## src/rtl/cdc_fifo_wr_arbiter_if.sv

```systemverilog
// cdc_fifo_wr_arbiter_if: requester beat bus and FIFO write port shared by the burst arbiter.
// master is the arbiter's view; slave is the requesters/FIFO environment.
interface cdc_fifo_wr_arbiter_if #(
    parameter int N_REQ     = 4,
    parameter int WIDTH     = 8,
    parameter int SLOTS     = 8,
    parameter int MAX_BURST = 4
);
    localparam int ID_W   = $clog2(N_REQ);
    localparam int LEN_W  = $clog2(MAX_BURST + 1);
    localparam int FIFO_W = WIDTH + ID_W + 1;
    localparam int OCW    = $clog2(SLOTS) + 1;

    logic [N_REQ-1:0]       req_valid_i;
    logic [N_REQ*LEN_W-1:0] req_len_i;
    logic [N_REQ*WIDTH-1:0] req_data_i;
    logic [N_REQ-1:0]       req_ready_o;
    logic                   fifo_wr_en_o;
    logic [FIFO_W-1:0]      fifo_wr_data_o;
    logic                   fifo_wr_full_i;
    logic [OCW-1:0]         fifo_ocup_i;

    modport master (
        input  req_valid_i, req_len_i, req_data_i, fifo_wr_full_i, fifo_ocup_i,
        output req_ready_o, fifo_wr_en_o, fifo_wr_data_o
    );
    modport slave (
        output req_valid_i, req_len_i, req_data_i, fifo_wr_full_i, fifo_ocup_i,
        input  req_ready_o, fifo_wr_en_o, fifo_wr_data_o
    );
endinterface

```

## src/rtl/cdc_fifo_wr_arbiter.sv

```systemverilog
// cdc_fifo_wr_arbiter: round-robin whole-burst arbiter in front of an async FIFO write port.
// A burst is granted only when the reported free space covers it, so it never stalls on full.
module cdc_fifo_wr_arbiter #(
    parameter int N_REQ     = 4,
    parameter int WIDTH     = 8,
    parameter int SLOTS     = 8,
    parameter int MAX_BURST = 4
) (
    input  logic                       clk_wr,
    input  logic                       arst_wr,
    cdc_fifo_wr_arbiter_if.master      bus,
    output logic                       busy_o,
    output logic [$clog2(N_REQ)-1:0]   gnt_id_o,
    output logic                       err_o
);
    localparam int ID_W  = $clog2(N_REQ);
    localparam int LEN_W = $clog2(MAX_BURST + 1);
    localparam int OCW   = $clog2(SLOTS) + 1;

    if (N_REQ < 2) begin : g_bad_nreq
        $error("N_REQ must be >= 2");
    end
    if (SLOTS < 2 || (SLOTS & (SLOTS - 1)) != 0) begin : g_bad_slots
        $error("SLOTS must be a power of 2 >= 2");
    end
    if (MAX_BURST < 1 || MAX_BURST > SLOTS) begin : g_bad_burst
        $error("MAX_BURST must be in 1..SLOTS");
    end

    typedef enum logic {IDLE, BURST} state_t;

    state_t             r_state, w_next;
    logic [ID_W-1:0]    r_rr, r_gnt, w_win;
    logic [LEN_W-1:0]   r_cnt, w_len, w_eff;
    logic [OCW-1:0]     w_free;
    logic [N_REQ-1:0]   w_ready;
    logic               r_err, w_found, w_bad, w_grant, w_acc, w_last;

    function automatic logic [ID_W-1:0] wrap(input int v);
        return ID_W'(v >= N_REQ ? v - N_REQ : v);
    endfunction

    always_comb begin
        w_found = 1'b0;
        w_win   = '0;
        for (int k = 0; k < N_REQ; k++) begin
            if (!w_found && bus.req_valid_i[wrap(int'(r_rr) + k)]) begin
                w_found = 1'b1;
                w_win   = wrap(int'(r_rr) + k);
            end
        end
    end

    // Out-of-range lengths still move one beat so the requester cannot wedge the arbiter.
    assign w_len   = bus.req_len_i[int'(w_win)*LEN_W +: LEN_W];
    assign w_bad   = (w_len == '0) || (int'(w_len) > MAX_BURST);
    assign w_eff   = w_bad ? LEN_W'(1) : w_len;
    assign w_free  = (int'(bus.fifo_ocup_i) >= SLOTS) ? '0 : OCW'(SLOTS - int'(bus.fifo_ocup_i));
    assign w_grant = (r_state == IDLE) && w_found && (int'(w_free) >= int'(w_eff));
    assign w_last  = (r_cnt == LEN_W'(1));
    assign w_acc   = (r_state == BURST) && bus.req_valid_i[r_gnt] && !bus.fifo_wr_full_i;

    always_comb begin
        w_next  = r_state;
        w_ready = '0;
        if (r_state == IDLE && w_grant)
            w_next = BURST;
        if (r_state == BURST) begin
            w_ready[r_gnt] = ~bus.fifo_wr_full_i;
            if (w_acc && w_last)
                w_next = IDLE;
        end
    end

    assign bus.req_ready_o    = w_ready;
    assign bus.fifo_wr_en_o   = w_acc;
    assign bus.fifo_wr_data_o = {w_last, r_gnt, bus.req_data_i[int'(r_gnt)*WIDTH +: WIDTH]};
    assign busy_o             = (r_state == BURST);
    assign gnt_id_o           = r_gnt;
    assign err_o              = r_err;

    always_ff @(posedge clk_wr or posedge arst_wr) begin
        if (arst_wr) begin
            r_state <= IDLE;
            r_rr    <= '0;
            r_gnt   <= '0;
            r_cnt   <= '0;
            r_err   <= 1'b0;
        end else begin
            r_state <= w_next;
            if (w_grant) begin
                r_gnt <= w_win;
                r_cnt <= w_eff;
            end else if (w_acc) begin
                r_cnt <= r_cnt - LEN_W'(1);
            end
            if (w_acc && w_last)
                r_rr <= wrap(int'(r_gnt) + 1);
            // Full inside a burst means the free-space reservation was violated.
            if ((w_grant && w_bad) || (r_state == BURST && bus.fifo_wr_full_i))
                r_err <= 1'b1;
        end
    end
endmodule

```

## src/flat_wrapper.sv

```systemverilog
// flat-port wrapper written by rule: the top's interface ports become plain ports
module cdc_fifo_wr_arbiter_flat 
#(
    parameter int N_REQ     = 4,
    parameter int WIDTH     = 8,
    parameter int SLOTS     = 8,
    parameter int MAX_BURST = 4
)
  (clk_wr, arst_wr, busy_o, gnt_id_o, err_o, bus_req_valid_i, bus_req_len_i, bus_req_data_i, bus_fifo_wr_full_i, bus_fifo_ocup_i, bus_req_ready_o, bus_fifo_wr_en_o, bus_fifo_wr_data_o);
  cdc_fifo_wr_arbiter_if #(.N_REQ(N_REQ), .WIDTH(WIDTH), .SLOTS(SLOTS), .MAX_BURST(MAX_BURST)) bus_i ();
  input  logic clk_wr;
  input  logic arst_wr;
  output logic busy_o;
  output logic [$clog2(N_REQ)-1:0] gnt_id_o;
  output logic err_o;
  input wire logic [$bits(bus_i.req_valid_i)-1:0] bus_req_valid_i;
  input wire logic [$bits(bus_i.req_len_i)-1:0] bus_req_len_i;
  input wire logic [$bits(bus_i.req_data_i)-1:0] bus_req_data_i;
  input wire logic [$bits(bus_i.fifo_wr_full_i)-1:0] bus_fifo_wr_full_i;
  input wire logic [$bits(bus_i.fifo_ocup_i)-1:0] bus_fifo_ocup_i;
  output wire logic [$bits(bus_i.req_ready_o)-1:0] bus_req_ready_o;
  output wire logic [$bits(bus_i.fifo_wr_en_o)-1:0] bus_fifo_wr_en_o;
  output wire logic [$bits(bus_i.fifo_wr_data_o)-1:0] bus_fifo_wr_data_o;
  assign bus_i.req_valid_i = bus_req_valid_i;
  assign bus_i.req_len_i = bus_req_len_i;
  assign bus_i.req_data_i = bus_req_data_i;
  assign bus_i.fifo_wr_full_i = bus_fifo_wr_full_i;
  assign bus_i.fifo_ocup_i = bus_fifo_ocup_i;
  assign bus_req_ready_o = bus_i.req_ready_o;
  assign bus_fifo_wr_en_o = bus_i.fifo_wr_en_o;
  assign bus_fifo_wr_data_o = bus_i.fifo_wr_data_o;
  cdc_fifo_wr_arbiter #(.N_REQ(N_REQ), .WIDTH(WIDTH), .SLOTS(SLOTS), .MAX_BURST(MAX_BURST)) u_core (.clk_wr(clk_wr), .arst_wr(arst_wr), .bus(bus_i), .busy_o(busy_o), .gnt_id_o(gnt_id_o), .err_o(err_o));
endmodule
```

## config.mk

```make
export PLATFORM = sky130hd
export DESIGN_NAME = cdc_fifo_wr_arbiter_flat
export DESIGN_NICKNAME = d
export VERILOG_FILES = /design/src/rtl/cdc_fifo_wr_arbiter_if.sv /design/src/rtl/cdc_fifo_wr_arbiter.sv /design/src/flat_wrapper.sv
export SDC_FILE = /design/constraint.sdc
export NUM_CORES = 1
export LEC_CHECK = 0
export CAP_MARGIN = 20
export CORE_MARGIN = 5
export CORE_UTILIZATION = 35
export CTS_BUF_LIST = sky130_fd_sc_hd__clkbuf_16
export CTS_CLUSTER_DIAMETER = 40
export DETAILED_ROUTE_END_ITERATION = 10
export GPL_TIMING_DRIVEN = 0
export PLACE_DENSITY = 0.81
export SYNTH_ARGS = -nofsm -noshare
export SYNTH_HDL_FRONTEND = slang
export SYNTH_SLANG_ARGS = --single-unit
```

## constraint.sdc

```tcl
create_clock -name clk_wr -period 10.2 [get_ports clk_wr]
set_input_delay 1.02 -clock clk_wr [delete_from_list [all_inputs] [get_ports clk_wr]]
set_output_delay 1.02 -clock clk_wr [all_outputs]
set_load 0.01 [all_outputs]
```

==> results of run 1 <==
cell usage in the layout (no fill, tap or decap):
master           count
mux4_2               9
clkdlybuf4s50_1     74
clkbuf_1             1
o31a_2               1
nor2_1              10
a21oi_2              1
a211oi_1             2
or3_2                1
a221o_1              1
nor3_4               1
nor2_2               1
clkbuf_16            3
xnor2_1              1
nor3_1               2
or2_2                1
ha_1                11
nand3_1              1
nand3b_1             1
o21ai_0              6
nor3b_1              1
and2_1               6
o31ai_1              2
mux2_4               1
nor4_1               3
mux2i_1              8
dfrtp_1              9
buf_4                3
mux2_2               2
nand2_1              9
nand2b_1             3
o211ai_1             2
xor2_1               2
buf_2                4
a21oi_1              4
nor2b_1              4
inv_1               11
a311oi_1             1
registers in the layout, summed over array words and instances (netlist names):
name and cells:
u_core.busy_o 1, u_core.err_o 1, u_core.gnt_id_o 2, u_core.r_cnt 3
u_core.r_rr 2
where the power goes:
part           leakage, µW  switching, µW  internal, µW  total, µW
Combinational     0.000701            121           163        285
Clock            0.0000423           16.7          51.2       67.9
Sequential        0.000104           20.3          51.0       71.3
Total             0.000847            158           266        424
cell families (layout without fill, tap and decap cells):
kind of cell    after synthesis  after routing  share of synthesized area
simple gates                 44             44                      0.204
compound gates               20             20                      0.114
mux                          20             20                      0.275
buf+inv                      18             96                     0.0720
fa+ha+maj                    11             11                      0.118
flops                         9              9                      0.194
xor+xnor                      3              3                     0.0226
cell type report:
class,count,area share
Sequential cell,9,0.110
Tap cell,46,0.0282
Multi-Input combinational cell,98,0.419
Clock buffer,3,0.0368
Inverter,10,0.0184
Timing Repair Buffer,74,0.363
Clock inverter,1,0.00184
Buffer,8,0.0227
routing by layer:
metal	global-route usage	wire (µm)
met1	0.180	1310
met4	0.0582	68
met2	0.296	2040
met5	0	0
met3	0.0250	186
worst paths after layout:
kind                                      endpoint  cells after the start          startpoint
worst max-delay path            u_core.gnt_id_o[0]                     15  bus_req_valid_i[0]
worst min-delay path                  u_core.err_o                      2        u_core.err_o
worst max register to register  u_core.gnt_id_o[0]                     14      u_core.r_rr[1]
worst min register to register        u_core.err_o                      2        u_core.err_o
max in group asynchronous          u_core.r_cnt[0]                      2             arst_wr
min in group asynchronous            u_core.busy_o                      2             arst_wr
critical path: stages:
cell and delay, ps:
clkdlybuf4s50_1 500, mux2i_1 200, nor2_2 90, nor3_4 400, mux2i_1 260, mux2i_1 100
ha_1 310, inv_1 120, o211ai_1 100, ha_1 280, nor3b_1 190, nor2_1 70
o31ai_1 350, buf_2 280, mux2_2 360
per-stage QoR:
stage          power (µW)  setup slack (ps)  cells
4_1_cts               429              5650    249
3_5_place_dp          358              5430    245
2_1_floorplan         240              6330    125
3_3_place_gp          349              5450    245
6_report              424              5670    249
5_1_grt               458              5350    249
==> reports/metrics.yaml, run 1 <==
grt_pass1_wl_um: 5610
die_w_um: 67.7
h-tree-depth: 1
grt_max_degree: 11
core_um2: 3280
cts_hold_buf: 0
grt_pass1_vias: 1261
status: "complete, no violations"
yosys_warnings: 0
whs_ps: 479
regToRegSetupSlack_ps: 6470
max_cap_violations: 0
initial_utilization: 0.354
gr-total-overflow: 0
regArea_um2: 225
drt_iter0_drc: 39
clock_latency_ps: 230
final_max_slew_viol_count: 0
synthTopCellsByCount: "11 x ha_1, 10 x inv_1, 10 x nor2_1"
vias_per_cell: 4.95
synth_cell_type_count: 35
antenna_left: 0
row_count: 21
critPathArrivalTime_ps: 4640
cts_resized: 0
drive_above_1_share: 0.138
post-route-util: 0.621
dr.pass1.iters: 4
nNetsFinal: 270
min_path_type: "flop to flop"
fmax_ghz: 0.221
worstPathMaxFanout: 10
synth_edf_count: 0
gp_congestion: 0.730
cts_sinks: 9
post-route-drc-count: 0
clk_pin_slew_ps: 40
routed_wl_um: 3610
synth.most_common_cell: "ha_1"
worstSetupPathType: "primary input to flop"
max_slew_margin: 0.637
fin_crit_sh: 0.444
synth_area_leaders: "dfrtp_1 19%, mux4_2 17%, ha_1 12%, mux2i_1 6.9%, and2_1 3.2%"
io_pins: 75
synthFlopType: "dfrtp_1"
power_leakage_uw: 0.000847
ir_drop_uv: 91.1
multiInputGateArea_um2: 855
post_cts_buffers: 0
yosysTopAreaCellShare: 0.194
antenna_found_initial: 0
cts-root-buf: "clkbuf_16"
hold_viol_final: 0
setup_violations: 0
setup-tns-final_ps: 0
yosys.area.top_type: "dfrtp_1"
dr_total_vias: 1232
dieHeight_um: 67.7
netlist_area_um2: 1160
area_growth_pct: 75.4
placed_cell_area_um2: 1960
tritoncts: "built"
diodes: 0
worst_pin_slew_ps: 545
clock_path_buffers: 2
postSynthCellCount: 125
setup.worst_path.start_class: "primary input"
grt_setup_unrepaired: "false"
fill_cells: 278
die-area_um2: 4580
io_buffers: 74
p_per_area_nw_per_um2: 208
grt.total_usage: 0.159
syn_area_per_cell_um2: 9.31
fin_skew_ps: 3.73
synth_seq_area_share: 0.194
wire_per_inst_um: 14.5
synth-seq-cells: 9
syn-num-nets: 191
cp-end-kind: "flop"
async_reset_ff_frac: 1.00
design_area_um2: 2040
cts_buffers: 3
place_hpwl_um: 3140
crit_required_ps: 10310
min_period_ps: 4530
No activity file was read; power rests on OpenSTA's default activity.
==> run 2, diff against run 1 <==
==> constraint.sdc (replaced) <==
create_clock -name clk_wr -period 4.2 [get_ports clk_wr]
set_input_delay 0.42 -clock clk_wr [delete_from_list [all_inputs] [get_ports clk_wr]]
set_output_delay 0.42 -clock clk_wr [all_outputs]
set_load 0.01 [all_outputs]
==> run 2 against run 1 <==
Sequential share of layout area did not move. Die area did not move. Total power rose by 140%. Critical path depth did not move. Hold slack got worse by 35 ps. Sequential power rose by 140%. Global-route usage did not move. Utilization did not move. Flip-flop and latch count did not move. Non-clock buffer count did not move. Clock-buffer cell count did not move. Largest power group unchanged.
==> reports/metrics.yaml, run 2 (synthesis results as in run 1) <==
status: "complete, no violations"
post-route-drc-count: 0  # unchanged
io_pins: 75  # unchanged
layout.cells.non_filler: 249  # unchanged
switchingPower_uw: 385  # +140%
nNetsFinal: 270  # unchanged
setup-tns-final_ps: 0  # unchanged
fin_skew_ps: 3.60  # -0.126 ps
wire_per_inst_um: 14.5  # +0.22%
multiInputGateArea_um2: 855  # unchanged
row_count: 21  # unchanged
tritoncts: "built"
dr.pass1.iters: 4  # unchanged
regArea_um2: 225  # unchanged
critPathArrivalTime_ps: 4000  # -640 ps
h-tree-depth: 1  # unchanged
cts_sinks: 9  # unchanged
cts_resized: 0  # unchanged
p_per_area_nw_per_um2: 504  # +140%
ir_drop_uv: 217  # +140%
combPwrFrac: 0.671  # about the same
gr-total-overflow: 0  # unchanged
grt_setup_unrepaired: "false"
routed_wl_um: 3610  # +0.22%
diodes: 0  # unchanged
place_hpwl_um: 3140  # unchanged
antenna_left: 0  # unchanged
die_w_um: 67.7  # unchanged
setup_violations: 0  # unchanged
post-route-util: 0.621  # unchanged
cell_internal_pwr_uw: 644  # +140%
grt.total_usage: 0.159  # unchanged
antenna_found_initial: 0  # unchanged
largest_reg_flops: 3  # unchanged
min_period_ps: 3890
drt_iter0_drc: 38  # -2.6%
r2r_cells: 14  # unchanged
drive_above_1_share: 0.138  # unchanged
min_path_type: "primary input to asynchronous set/reset pin"
fin_crit_sh: 0.925
regMostFlops: "u_core.r_cnt"
hold_viol_final: 0  # unchanged
dr_total_vias: 1231  # -0.081%
cts_hold_buf: 0  # unchanged
slowest_delay_ps: 570  # +70 ps
worst_slack_ps: 315  # -5360 ps
max_cap_violations: 0  # unchanged
cts-root-buf: "clkbuf_16"
cp-end-kind: "flop"
cts_buffers: 3  # unchanged
crit_required_ps: 4310  # -6000 ps
fill_cells: 278  # unchanged
clock_latency_ps: 230  # about the same
clock_path_buffers: 2  # unchanged
p_sw_frac: 0.374  # +0.000721
clk_pin_slew_ps: 40  # about the same
critPathSlowestCell: "clkdlybuf4s50_1"
regToRegSetupSlack_ps: 530  # -5940 ps
final_max_slew_viol_count: 0  # unchanged
final_cell_mix: "74 x clkdlybuf4s50_1, 11 x inv_1, 11 x ha_1"
final_common_cell: "clkdlybuf4s50_1"
power_leakage_uw: 0.000847  # about the same
worstPathMaxFanout: 10  # unchanged
cpLargestDelayFamily: "buffers and inverters"
place_inst: 245  # unchanged
dieHeight_um: 67.7  # unchanged
seqPwrFrac: 0.168  # about the same
whs_ps: 445  # -34.7 ps
worst_pin_slew_ps: 544  # -1.32 ps
grt_pass1_wl_um: 5610  # unchanged
crit_buf_inv: 4  # +1
initial_utilization: 0.354  # unchanged
area_growth_pct: 75.4  # unchanged
core_um2: 3280  # unchanged
post_cts_buffers: 0  # unchanged
setup.worst_path.start_class: "primary input"
dp_slack_ps: 30.8  # -5400 ps
gp_congestion: 0.730  # unchanged
crit_cells: 15  # unchanged
die-area_um2: 4580  # unchanged
fmax_ghz: 0.257
vias_per_cell: 4.94  # about the same
grt_max_degree: 11  # unchanged
io_buffers: 74  # unchanged
worstSetupPathType: "primary input to flop"
p_clk_frac: 0.160  # about the same
max_slew_margin: 0.637  # +0.000880
path_cells: "clkdlybuf4s50_1 -> nand2_1 -> a311oi_1 -> or2_2 -> buf_2 -> mux2i_1 -> ha_1 -> inv_1 -> o211ai_1 -> ha_1 -> nor3b_1 -> nor2_1 -> o31ai_1 -> buf_2 -> mux2_2"
grt_pass1_vias: 1261  # unchanged
[run 2: cell counts in the layout (fill, tap and decap cells not counted)]
Identical to the previous run, type by type.
[run 2: worst register-to-register path: stages (launching register included)]
cell and delay (ps):
dfrtp_1 440, mux2i_1 250, nor2_2 90, nor3_4 340
mux2i_1 260, mux2i_1 100, ha_1 310, inv_1 120
o211ai_1 100, ha_1 280, nor3b_1 190, nor2_1 70
o31ai_1 350, buf_2 280, mux2_2 360
[run 2: cell type report]
cell class	count	area share
multi-input cells	98	0.419
inverters	10	0.0184
repair buffers	74	0.363
well taps	46	0.0282
plain buffers	8	0.0227
flip-flops and latches	9	0.110
clock inverters	1	0.00184
clock buffers	3	0.0368
[run 2: metrics by stage]
step	power, µW	area (µm²)
2_1_floorplan	583	1160
3_3_place_gp	847	1960
3_5_place_dp	870	1960
4_1_cts	1040	2040
5_1_grt	1110	2040
6_report	1030	2040
[run 2: worst paths after layout]
check	from	endpoint
setup / recovery	bus_req_valid_i[0]	u_core.gnt_id_o[0]
hold / removal	arst_wr	u_core.busy_o
setup reg to reg	u_core.r_rr[1]	u_core.gnt_id_o[0]
hold reg to reg	u_core.err_o	u_core.err_o
max in group asynchronous	arst_wr	u_core.r_cnt[0]
min in group clk_wr	u_core.err_o	u_core.err_o
[run 2: routing by layer]
metal | track usage | routed length [µm] | up-vias
met5 | 0 | 0 | -
met4 | 0.0582 | 68 | 0
met3 | 0.0250 | 187 | 6
met2 | 0.296 | 2040 | 44
met1 | 0.180 | 1320 | 572
li1 | - | - | 609
[run 2: power by group through the flow]
stage                     logic [µW]  registers, µW  clock network (µW)
after global placement           676            171                   0
after global routing             759            181                 171
after detailed placement         697            173                   0
final                            691            173                 165
after floorplan                  417            166                   0
after CTS                        704            173                 166
==> run 3, diff against run 2 <==
--- a/config.mk
+++ b/config.mk
@@ -16,3 +16,4 @@
 export SYNTH_ARGS = -nofsm -noshare
 export SYNTH_HDL_FRONTEND = slang
 export SYNTH_SLANG_ARGS = --single-unit
+export TNS_END_PERCENT = 50
==> constraint.sdc (replaced) <==
create_clock -name clk_wr -period 4.2 [get_ports clk_wr]
set_input_delay 0.42 -clock clk_wr [delete_from_list [all_inputs] [get_ports clk_wr]]
set_output_delay 0.42 -clock clk_wr [all_outputs]
set_load 0.005 [all_outputs]
==> results of run 3 <==
Same layout as run 2 (identical final DEF). Status: complete, no violations.
Among the figures that moved: total power 1030 µW -> 999 µW
